**src/rtl/ps2_host_tx_if.sv**
```systemverilog
// rtl/ps2_host_tx_if.sv - handshake, status and PS/2 line bundle for ps2_host_tx
// Signals:
//   tx_valid/tx_data/tx_ready : byte request handshake (master -> slave)
//   tx_busy/tx_done/tx_err    : transfer status (slave -> master)
//   ps2_clk_in/ps2_data_in    : raw PS/2 line levels seen at the pads
//   ps2_clk_oe/ps2_data_oe    : open-drain pull-down enables toward the pads
// Modports: master = requester and pad side, slave = ps2_host_tx.
interface ps2_host_tx_if;
   logic       tx_valid;
   logic [7:0] tx_data;
   logic       tx_ready;
   logic       tx_busy;
   logic       tx_done;
   logic       tx_err;
   logic       ps2_clk_in;
   logic       ps2_data_in;
   logic       ps2_clk_oe;
   logic       ps2_data_oe;

   modport master (
      output tx_valid, tx_data, ps2_clk_in, ps2_data_in,
      input  tx_ready, tx_busy, tx_done, tx_err, ps2_clk_oe, ps2_data_oe
   );

   modport slave (
      input  tx_valid, tx_data, ps2_clk_in, ps2_data_in,
      output tx_ready, tx_busy, tx_done, tx_err, ps2_clk_oe, ps2_data_oe
   );
endinterface

```
**src/rtl/ps2_host_tx.sv**
```systemverilog
// rtl/ps2_host_tx.sv - PS/2 host-to-device command byte transmitter
// Purpose: sends one byte to a PS/2 device (inhibit, request-to-send, 11-bit
//   device-clocked frame, ack check) driving the lines open-drain via oe outputs.
// Ports:
//   clk  : system clock
//   rst  : synchronous reset, active-high
//   bus  : ps2_host_tx_if.slave (tx_valid/tx_data/tx_ready handshake,
//          tx_busy/tx_done/tx_err status, raw line inputs, line pull-down enables)
// Optional feature: define PS2_TX_RETRY_EN to retry up to 2 times on nack/timeout.
module ps2_host_tx #(
   parameter int INHIBIT_CYCLES = 12000,
   parameter int RTS_CYCLES     = 2000,
   parameter int TIMEOUT_CYCLES = 2000000,
   parameter int FILT_LEN       = 8
) (
   input  logic         clk,
   input  logic         rst,
   ps2_host_tx_if.slave bus
);
   localparam int          FW       = $clog2(FILT_LEN + 1);
   localparam logic [20:0] INH_LAST = 21'(INHIBIT_CYCLES - 1);
   localparam logic [20:0] RTS_LAST = 21'(RTS_CYCLES - 1);
   localparam logic [20:0] TO_LAST  = 21'(TIMEOUT_CYCLES - 1);

   typedef enum logic [2:0] {
      S_IDLE, S_INHIBIT, S_RTS, S_SEND, S_ACK, S_WAIT_IDLE
   } state_t;

   state_t        state_q, state_d;
   logic          clk_s1_q, clk_s2_q, dat_s1_q, dat_s2_q;
   logic          filt_q, filt_prev_q;
   logic [FW-1:0] filt_cnt_q;
   logic [20:0]   cyc_q;
   logic [3:0]    edge_q;
   logic [7:0]    shift_q;
   logic          parity_q, bit_q, nack_q, done_q, err_q;

   logic          clk_fall, accept, timeout, line_idle, finish, fail, can_retry, enter_inh;
   logic [7:0]    load_byte;

   assign clk_fall  = filt_prev_q & ~filt_q;
   assign accept    = bus.tx_valid && (state_q == S_IDLE);
   assign timeout   = (state_q inside {S_SEND, S_ACK, S_WAIT_IDLE}) && (cyc_q >= TO_LAST);
   assign line_idle = clk_s2_q & dat_s2_q;
   assign finish    = timeout || ((state_q == S_WAIT_IDLE) && line_idle);
   assign fail      = timeout || nack_q;
   assign enter_inh = (state_d == S_INHIBIT) && (state_q != S_INHIBIT);

`ifdef PS2_TX_RETRY_EN
   logic [7:0] byte_q;
   logic [1:0] retry_q;

   assign can_retry = (retry_q != 2'd2);
   // Retries reload the shift register from the byte captured at accept.
   assign load_byte = accept ? bus.tx_data : byte_q;

   always_ff @(posedge clk) begin
      if (rst) begin
         byte_q  <= '0;
         retry_q <= '0;
      end else if (accept) begin
         byte_q  <= bus.tx_data;
         retry_q <= '0;
      end else if (finish && fail && can_retry) begin
         retry_q <= retry_q + 2'd1;
      end
   end
`else
   assign can_retry = 1'b0;
   assign load_byte = bus.tx_data;
`endif

   // Line synchronizers and clock-line glitch filter; lines idle high.
   always_ff @(posedge clk) begin
      if (rst) begin
         clk_s1_q    <= 1'b1;
         clk_s2_q    <= 1'b1;
         dat_s1_q    <= 1'b1;
         dat_s2_q    <= 1'b1;
         filt_q      <= 1'b1;
         filt_prev_q <= 1'b1;
         filt_cnt_q  <= '0;
      end else begin
         clk_s1_q    <= bus.ps2_clk_in;
         clk_s2_q    <= clk_s1_q;
         dat_s1_q    <= bus.ps2_data_in;
         dat_s2_q    <= dat_s1_q;
         filt_prev_q <= filt_q;
         // Accept a new level only after FILT_LEN consecutive differing samples.
         if (clk_s2_q == filt_q) begin
            filt_cnt_q <= '0;
         end else if (filt_cnt_q == FW'(FILT_LEN - 1)) begin
            filt_q     <= clk_s2_q;
            filt_cnt_q <= '0;
         end else begin
            filt_cnt_q <= filt_cnt_q + 1'b1;
         end
      end
   end

   // FSM state register
   always_ff @(posedge clk) begin
      if (rst) state_q <= S_IDLE;
      else     state_q <= state_d;
   end

   // FSM next-state logic
   always_comb begin
      state_d = state_q;
      case (state_q)
         S_IDLE:      if (accept) state_d = S_INHIBIT;
         S_INHIBIT:   if (cyc_q == INH_LAST) state_d = S_RTS;
         S_RTS:       if (cyc_q == RTS_LAST) state_d = S_SEND;
         S_SEND:      if (clk_fall && (edge_q == 4'd9)) state_d = S_ACK;
         S_ACK:       if (clk_fall) state_d = S_WAIT_IDLE;
         S_WAIT_IDLE: if (line_idle) state_d = S_IDLE;
         default:     state_d = S_IDLE;
      endcase
      if (timeout) state_d = S_IDLE;
      if (finish && fail && can_retry) state_d = S_INHIBIT;
   end

   // FSM outputs
   always_comb begin
      bus.tx_ready    = 1'b0;
      bus.tx_busy     = 1'b1;
      bus.ps2_clk_oe  = 1'b0;
      bus.ps2_data_oe = 1'b0;
      case (state_q)
         S_IDLE: begin
            bus.tx_ready = 1'b1;
            bus.tx_busy  = 1'b0;
         end
         S_INHIBIT: bus.ps2_clk_oe = 1'b1;
         S_RTS: begin
            bus.ps2_clk_oe  = 1'b1;
            bus.ps2_data_oe = 1'b1;
         end
         S_SEND:  bus.ps2_data_oe = bit_q;
         default: ;
      endcase
   end

   assign bus.tx_done = done_q;
   assign bus.tx_err  = err_q;

   // Datapath: cycle/timeout counter, frame shifter, ack capture, completion.
   always_ff @(posedge clk) begin
      if (rst) begin
         cyc_q    <= '0;
         edge_q   <= '0;
         shift_q  <= '0;
         parity_q <= 1'b0;
         bit_q    <= 1'b0;
         nack_q   <= 1'b0;
         done_q   <= 1'b0;
         err_q    <= 1'b0;
      end else begin
         done_q <= 1'b0;
         err_q  <= 1'b0;
         // Restarts on entering INHIBIT/RTS/SEND only, so the timeout keeps
         // running from clock release through ACK and WAIT_IDLE.
         if ((state_d == S_IDLE) ||
             ((state_d != state_q) && (state_d inside {S_INHIBIT, S_RTS, S_SEND})))
            cyc_q <= '0;
         else if (cyc_q != '1)
            cyc_q <= cyc_q + 21'd1;

         if (enter_inh) begin
            shift_q  <= load_byte;
            parity_q <= ~^load_byte;
            edge_q   <= '0;
            bit_q    <= 1'b1;      // start bit persists until the first device edge
            nack_q   <= 1'b0;
         end else if ((state_q == S_SEND) && clk_fall) begin
            edge_q <= edge_q + 4'd1;
            if (edge_q < 4'd8) begin
               bit_q   <= ~shift_q[0];
               shift_q <= {1'b0, shift_q[7:1]};
            end else if (edge_q == 4'd8) begin
               bit_q <= ~parity_q;
            end else begin
               bit_q <= 1'b0;      // stop bit: release data
            end
         end else if ((state_q == S_ACK) && clk_fall) begin
            nack_q <= dat_s2_q;
         end

         if (finish && !(fail && can_retry)) begin
            done_q <= 1'b1;
            err_q  <= fail;
         end
      end
   end
endmodule

```
**src/flat_wrapper.sv**
```systemverilog
// flat-port wrapper written by rule: the top's interface ports become plain ports
module ps2_host_tx_flat 
#(
   parameter int INHIBIT_CYCLES = 12000,
   parameter int RTS_CYCLES     = 2000,
   parameter int TIMEOUT_CYCLES = 2000000,
   parameter int FILT_LEN       = 8
)
  (clk, rst, bus_tx_valid, bus_tx_data, bus_ps2_clk_in, bus_ps2_data_in, bus_tx_ready, bus_tx_busy, bus_tx_done, bus_tx_err, bus_ps2_clk_oe, bus_ps2_data_oe);
  ps2_host_tx_if bus_i ();
  input  logic clk;
  input  logic rst;
  input wire logic [$bits(bus_i.tx_valid)-1:0] bus_tx_valid;
  input wire logic [$bits(bus_i.tx_data)-1:0] bus_tx_data;
  input wire logic [$bits(bus_i.ps2_clk_in)-1:0] bus_ps2_clk_in;
  input wire logic [$bits(bus_i.ps2_data_in)-1:0] bus_ps2_data_in;
  output wire logic [$bits(bus_i.tx_ready)-1:0] bus_tx_ready;
  output wire logic [$bits(bus_i.tx_busy)-1:0] bus_tx_busy;
  output wire logic [$bits(bus_i.tx_done)-1:0] bus_tx_done;
  output wire logic [$bits(bus_i.tx_err)-1:0] bus_tx_err;
  output wire logic [$bits(bus_i.ps2_clk_oe)-1:0] bus_ps2_clk_oe;
  output wire logic [$bits(bus_i.ps2_data_oe)-1:0] bus_ps2_data_oe;
  assign bus_i.tx_valid = bus_tx_valid;
  assign bus_i.tx_data = bus_tx_data;
  assign bus_i.ps2_clk_in = bus_ps2_clk_in;
  assign bus_i.ps2_data_in = bus_ps2_data_in;
  assign bus_tx_ready = bus_i.tx_ready;
  assign bus_tx_busy = bus_i.tx_busy;
  assign bus_tx_done = bus_i.tx_done;
  assign bus_tx_err = bus_i.tx_err;
  assign bus_ps2_clk_oe = bus_i.ps2_clk_oe;
  assign bus_ps2_data_oe = bus_i.ps2_data_oe;
  ps2_host_tx #(.INHIBIT_CYCLES(INHIBIT_CYCLES), .RTS_CYCLES(RTS_CYCLES), .TIMEOUT_CYCLES(TIMEOUT_CYCLES), .FILT_LEN(FILT_LEN)) u_core (.clk(clk), .rst(rst), .bus(bus_i));
endmodule
```
**config.mk**
```make
export PLATFORM = sky130hd
export DESIGN_NAME = ps2_host_tx_flat
export DESIGN_NICKNAME = d
export VERILOG_FILES = /design/src/rtl/ps2_host_tx_if.sv /design/src/rtl/ps2_host_tx.sv /design/src/flat_wrapper.sv
export SDC_FILE = /design/constraint.sdc
export NUM_CORES = 1
export LEC_CHECK = 0
export CAP_MARGIN = 0
export CORE_MARGIN = 2
export CORE_UTILIZATION = 51
export CTS_BUF_LIST = sky130_fd_sc_hd__clkbuf_4 sky130_fd_sc_hd__clkbuf_8 sky130_fd_sc_hd__clkbuf_16
export DETAILED_ROUTE_END_ITERATION = 10
export HOLD_SLACK_MARGIN = 0.03
export PLACE_DENSITY = 0.71
export REMOVE_ABC_BUFFERS = 1
export SYNTH_ARGS = -nofsm -noshare
export SYNTH_HDL_FRONTEND = slang
export SYNTH_SLANG_ARGS = --single-unit
```
**constraint.sdc**
```tcl
create_clock -name clk -period 2.55 [get_ports clk]
set_input_delay 0.765 -clock clk [delete_from_list [all_inputs] [get_ports clk]]
set_output_delay 0.765 -clock clk [all_outputs]
set_load 0.03 [all_outputs]
```
# == Word level (Yosys, flattened, before mapping) ==
# Index checks and enable logic that the tools add are counted.
# classes
n_reduce_logical,26
n_lt_le_gt_ge,2
multipliers,0
shifts,0
div,0
eq_ne,17
bitwise,8
mux,20
n_addsub,3
# op_table
op,n
2-to-1 mux 8 bit,3
adder 21 x 1 -> 21 bit (second input constant),1
== test 21 x 11 -> 1 bit (second input constant),1
== test 21 x 14 -> 1 bit (second input constant),1
>= comparator 21 bit (second input constant),1
2-to-1 mux 3 bit,7
inequality test 21 bit (second input constant),1
case mux 3 bit (6 select lines),1
== test 3 x 2 -> 1 bit (second input constant),4
adder 4 x 1 -> 4 bit (second input constant),2
== test 4 bit (second input constant),2
logical AND 1 bit,8
2-to-1 mux 1 bit,8
OR reduction 2 bit,4
XNOR reduction 8 bit,1
== test 3 x 1 -> 1 bit (second input constant),2
== test 3 bit (second input constant),2
zero test 3 bit,2
inverter 1 bit,6
AND reduction 2 bit,3
nonzero test 3 bit,2
== test 4 x 3 -> 1 bit (second input constant),1
< comparator 4 bit (second input constant),1
nonzero test 2 bit,2
other kinds (7),10
# totals
ram_bits,0
inputBits,13
ff_bits,51
mem_count,0
wordCells,92
rom_bits,0
latch_bits,0
output_inout_bits,6

# == Logic depth before layout (Yosys ltp) ==
# depth
ltp_word,11
ltp_mapped,8
ltp_nobuf,6

# == Least setup slack after synthesis ==
# OpenSTA, ideal clock, no wires.
# synth_timing
path_kind,register to output
startpoint,reg u_core.state_q[0]
endpoint,out bus_tx_busy
setup_slack_ps,60
required_ps,1785
path_stages_with_launch,4
arrival_ps,1725
path_buffers,1
path_cell_list,dfxtp_1 buf_1 nor3_1 inv_1
# synth_between
elab_chain_cells,2
# synth_lines
element,line_no,rtl
from (decl),ps2_host_tx.sv:29,"state_t state_q, state_d;"
from (signal assigned),ps2_host_tx.sv:104,else state_q <= state_d;
zero test 3 bit,ps2_host_tx.sv:129,case (state_q)
2-to-1 mux 1 bit,ps2_host_tx.sv:129,
to (decl),flat_wrapper.sv:18,output wire logic [$bits(bus_i.tx_busy)-1:0] bus_tx_busy;
# Every way passes these cells.

# == Worst setup path in the final report ==
# layout_timing
startpoint,reg u_core.state_q[1]
endpoint,out bus_tx_busy
# Same word-level chain as after synthesis.

==> out/qor.tcl <==
set qor(run_status) {complete, no violations}
set qor(synth.top_cells.by_area) {sky130_fd_sc_hd__dfxtp_1, sky130_fd_sc_hd__xnor2_1, sky130_fd_sc_hd__nor3_1}
set qor(synth_top_family_by_area) {simple AND/OR/NAND/NOR gates}
set qor(design.die.area_sq_um) 5696
set qor(coreArea_sq_um) 5010
set qor(power.internal_mw) 1.323
set qor(power.switching_mw) 0.4297
set qor(cellPowerDensity_nw_per_um2) 581.8
set qor(postSynth.topFlopCell) {sky130_fd_sc_hd__dfxtp_1}
set qor(clock_power_share) 0.377
set qor(hold_path_class) {flip-flop to flip-flop}
set qor(synth_edf_count) 0
set qor(multi_input_comb_area_sq_um) 1483
set qor(post_synth_inst_count) 308
set qor(maximum_clock_path_buffer_count) 2
set qor(netlist.area_leader.share) 0.3919
set qor(die_width_um) 75.47
set qor(nFillCells) 484
set qor(max_freq_ghz) 0.4116
set qor(finalWeightedCongestion) 0.8679
set qor(finalSetupTns_ps) 0
set qor(total_power_mw) 1.753
set qor(detail_route.iter0.violations) 135
set qor(clock_insertion_delay_worst_skew_ps) 310
set qor(setup_crit_start_kind) {flip-flop}
set qor(critical_path_required_ps) 1790
set qor(grt-ovfl-total) 0
set qor(criticalPathCategory) {flip-flop to output port}
set qor(grt_pass1_wl_um) 8887
set qor(grt_max_degree) 22
set qor(count_of_h_tree_levels_built_during_cts) 2
set qor(i_o_pin_total) 19
set qor(routed-via-count) 2189
set qor(max-slew-margin-rel) 0.6566
set qor(die_y_um) 75.47
set qor(xor_xnor_portion_of_the_synthesized_cell_area) 0.09750
set qor(synthSimpleGateAreaFrac) 0.2891
set qor(number_of_global_route_vias_before_repair) 1999
set qor(transition_at_the_pin_with_the_smallest_max_transition_slack_ps) 502.1
set qor(clkSlewWorstSetupHoldPaths_ps) 100
set qor(p_sw_frac) 0.2451
set qor(fin_crit_ps) 2430
set qor(mostFrequentLayoutCells) {sky130_fd_sc_hd__dfxtp_1, sky130_fd_sc_hd__nand2_1, sky130_fd_sc_hd__nor2_1, sky130_fd_sc_hd__nor3_1, sky130_fd_sc_hd__xnor2_1}
set qor(power.leakage_nw) 1.029
set qor(tritoncts_clock_tree) {built}
set qor(setup-violations-final) 0
set qor(synth_area_in_compound_gates) 0.1335
set qor(irDropWorstVdd_mv) 0.3744
set qor(yosys.area_share.adder) 0.02402
set qor(hold_viol_final) 0
set qor(reg2reg_from) {u_core.cyc_q[0]$_SDFFE_PP0P_}
set qor(rows) 26
set qor(timing.critical_path.fanout_max) 9
set qor(critical_path_arrival_ps) 1660
set qor(crit_path_end_kind) {output port}
set qor(n_antenna_cell) 0
set qor(final_nets) 345
set qor(gr-usage-all-layers) 0.2035
set qor(timing.max_cap.violations) 0
set qor(combPwrFrac) 0.140
set qor(place_hpwl_um) 3833
set qor(synthMuxAreaShare) 0.02305
set qor(post_synth_instance_area_sq_um) 2605
set qor(drt_wl_total_um) 5373
set qor(drive_above_1_share) 0.09146
set qor(avgViaCountPerCell) 5.500
set qor(seq_area_sq_um) 1021
set qor(yosysWarnings) 0
set qor(cts_root_buffer) {sky130_fd_sc_hd__clkbuf_8}
set qor(synth.ff_latch_count) 51
set qor(layout.cells.most_common) {sky130_fd_sc_hd__dfxtp_1}
set qor(final_number_of_max_transition_violations) 0
set qor(seqPwrFrac) 0.484
set qor(synth_async_sr_flop_share) 0
set qor(fin_skew_ps) 7.623
set qor(synth_area_leader_cell) {sky130_fd_sc_hd__dfxtp_1}
set qor(synthToLayoutAreaGrowth_pct) 15.66
set qor(synthDistinctLibCells) 46
set qor(hold_path_startpoint) {u_core.clk_s1_q$_SDFF_PP1_}
set qor(finalCritPeriodShare) 0.9528
set qor(start_util) 0.5200
set qor(drt_drc_violations_left) 0
set qor(grt_setup_unrepaired) {no}
set qor(antenna_found_initial) 0
set qor(routed_wire_per_std_cell_um) 13.50
set qor(clkSinkCount) 51
set qor(syn_avg_cell_area_sq_um) 8.458
set qor(cp-startpoint) {u_core.state_q[1]$_SDFF_PP0_}
set qor(synth-seq-area-share) 0.3919
set qor(post_cts_buffers) 0
set qor(ant_nets) 0
set qor(cts-buffers-inserted) 5
set qor(port-buffer-count) 18
set qor(drt_first_pass_iters) 4
-- power groups by stage --
stage / Sequential, mW / Clock [mW] / Combinational, mW
after floorplan: 0.868 / 0 / 0.146
after global placement: 0.864 / 0 / 0.244
after detailed placement: 0.865 / 0 / 0.247
after CTS: 0.847 / 0.678 / 0.246
after global routing: 0.851 / 0.709 / 0.270
final: 0.848 / 0.661 / 0.245
-- stage by stage --
step	util	std cells	hold slack, ps	setup slack, ps	cell area [sq um]
final	0.6014	398	422.1	120.5	3013
after floorplan	-	292	389.5	165.8	2529
after CTS	0.5999	398	428.2	0.6307	3005
after global routing	0.6014	398	450.7	10.29	3013
after global placement	0.5732	390	401.5	316.3	2872
after detailed placement	0.5732	390	402.3	262.7	2872
-- worst paths after layout --
path                              endpoint  slack [ps]  cells past startpoint
max                            bus_tx_busy         120                      3
min             u_core.clk_s2_q$_SDFF_PP1_         420                      1
max reg2reg  u_core.cyc_q[13]$_SDFFE_PP0P_         300                      7
min reg2reg     u_core.clk_s2_q$_SDFF_PP1_         420                      1
-- critical path: stages, from the launching register on --
cell	delay (ps)
sky130_fd_sc_hd__dfxtp_1	400
sky130_fd_sc_hd__nor3_2	300
sky130_fd_sc_hd__inv_1	60
sky130_fd_sc_hd__clkdlybuf4s50_1	590
-- logic make-up after synthesis --
group | Yosys count
XOR/XNOR | 29
multiplexers | 6
AO/OA/AOI/OAI | 50
AND/OR/NAND/NOR | 143
flip-flops | 51
adder cells (fa/ha/maj) | 5
buffers and inverters | 24
-- per-layer routing --
metal	vias up	wire length (um)	global-route usage
met5	-	0	0
met1	1018	2607	0.2617
li1	1130	-	-
met4	0	138	0.09357
met3	11	165	0.04233
met2	30	2461	0.3285
-- Yosys cell counts, drive strengths merged, types with 3 or more instances --
cell type  count
nor2b          6
nand4         10
o211ai         3
clkbuf        11
ha             5
dfxtp         51
a2111oi        4
a311oi         5
inv            8
or2            7
a21oi         14
nor3          26
nand3         10
nor2          24
nand2b         5
o21ai          4
a211oi         5
mux2i          6
or3            5
nand2         30
xnor2         22
nand3b         3
buf            5
or4b           3
xor2           7
and3           5
-- state kept, by name, summed over array words and instances, names as in the netlist --
signal	flops
u_core.filt_q	1
u_core.shift_q	8
u_core.state_q	3
u_core.nack_q	1
u_core.bus.tx_err	1
u_core.clk_s1_q	1
u_core.clk_s2_q	1
u_core.dat_s2_q	1
u_core.filt_prev_q	1
u_core.dat_s1_q	1
u_core.edge_q	4
u_core.filt_cnt_q	4
u_core.parity_q	1
u_core.cyc_q	21
u_core.bit_q	1
u_core.bus.tx_done	1
-- area by class of cell --
class | instances | area share
inverter | 8 | 0.009967
clock inverter | 3 | 0.02243
clock buffer | 5 | 0.02284
multi-input combinational | 233 | 0.4921
timing repair buffer | 28 | 0.08472
sequential | 51 | 0.3389
tap | 70 | 0.02907
-- what timing repair did --
action,4_1_cts,5_1_grt
hold buffers,0,0
endpoints found under the setup margin,3,2
cloned,0,0
gates resized for setup,2,2
pin swaps,0,0
Note: power is estimated with default switching activity, not from simulation.
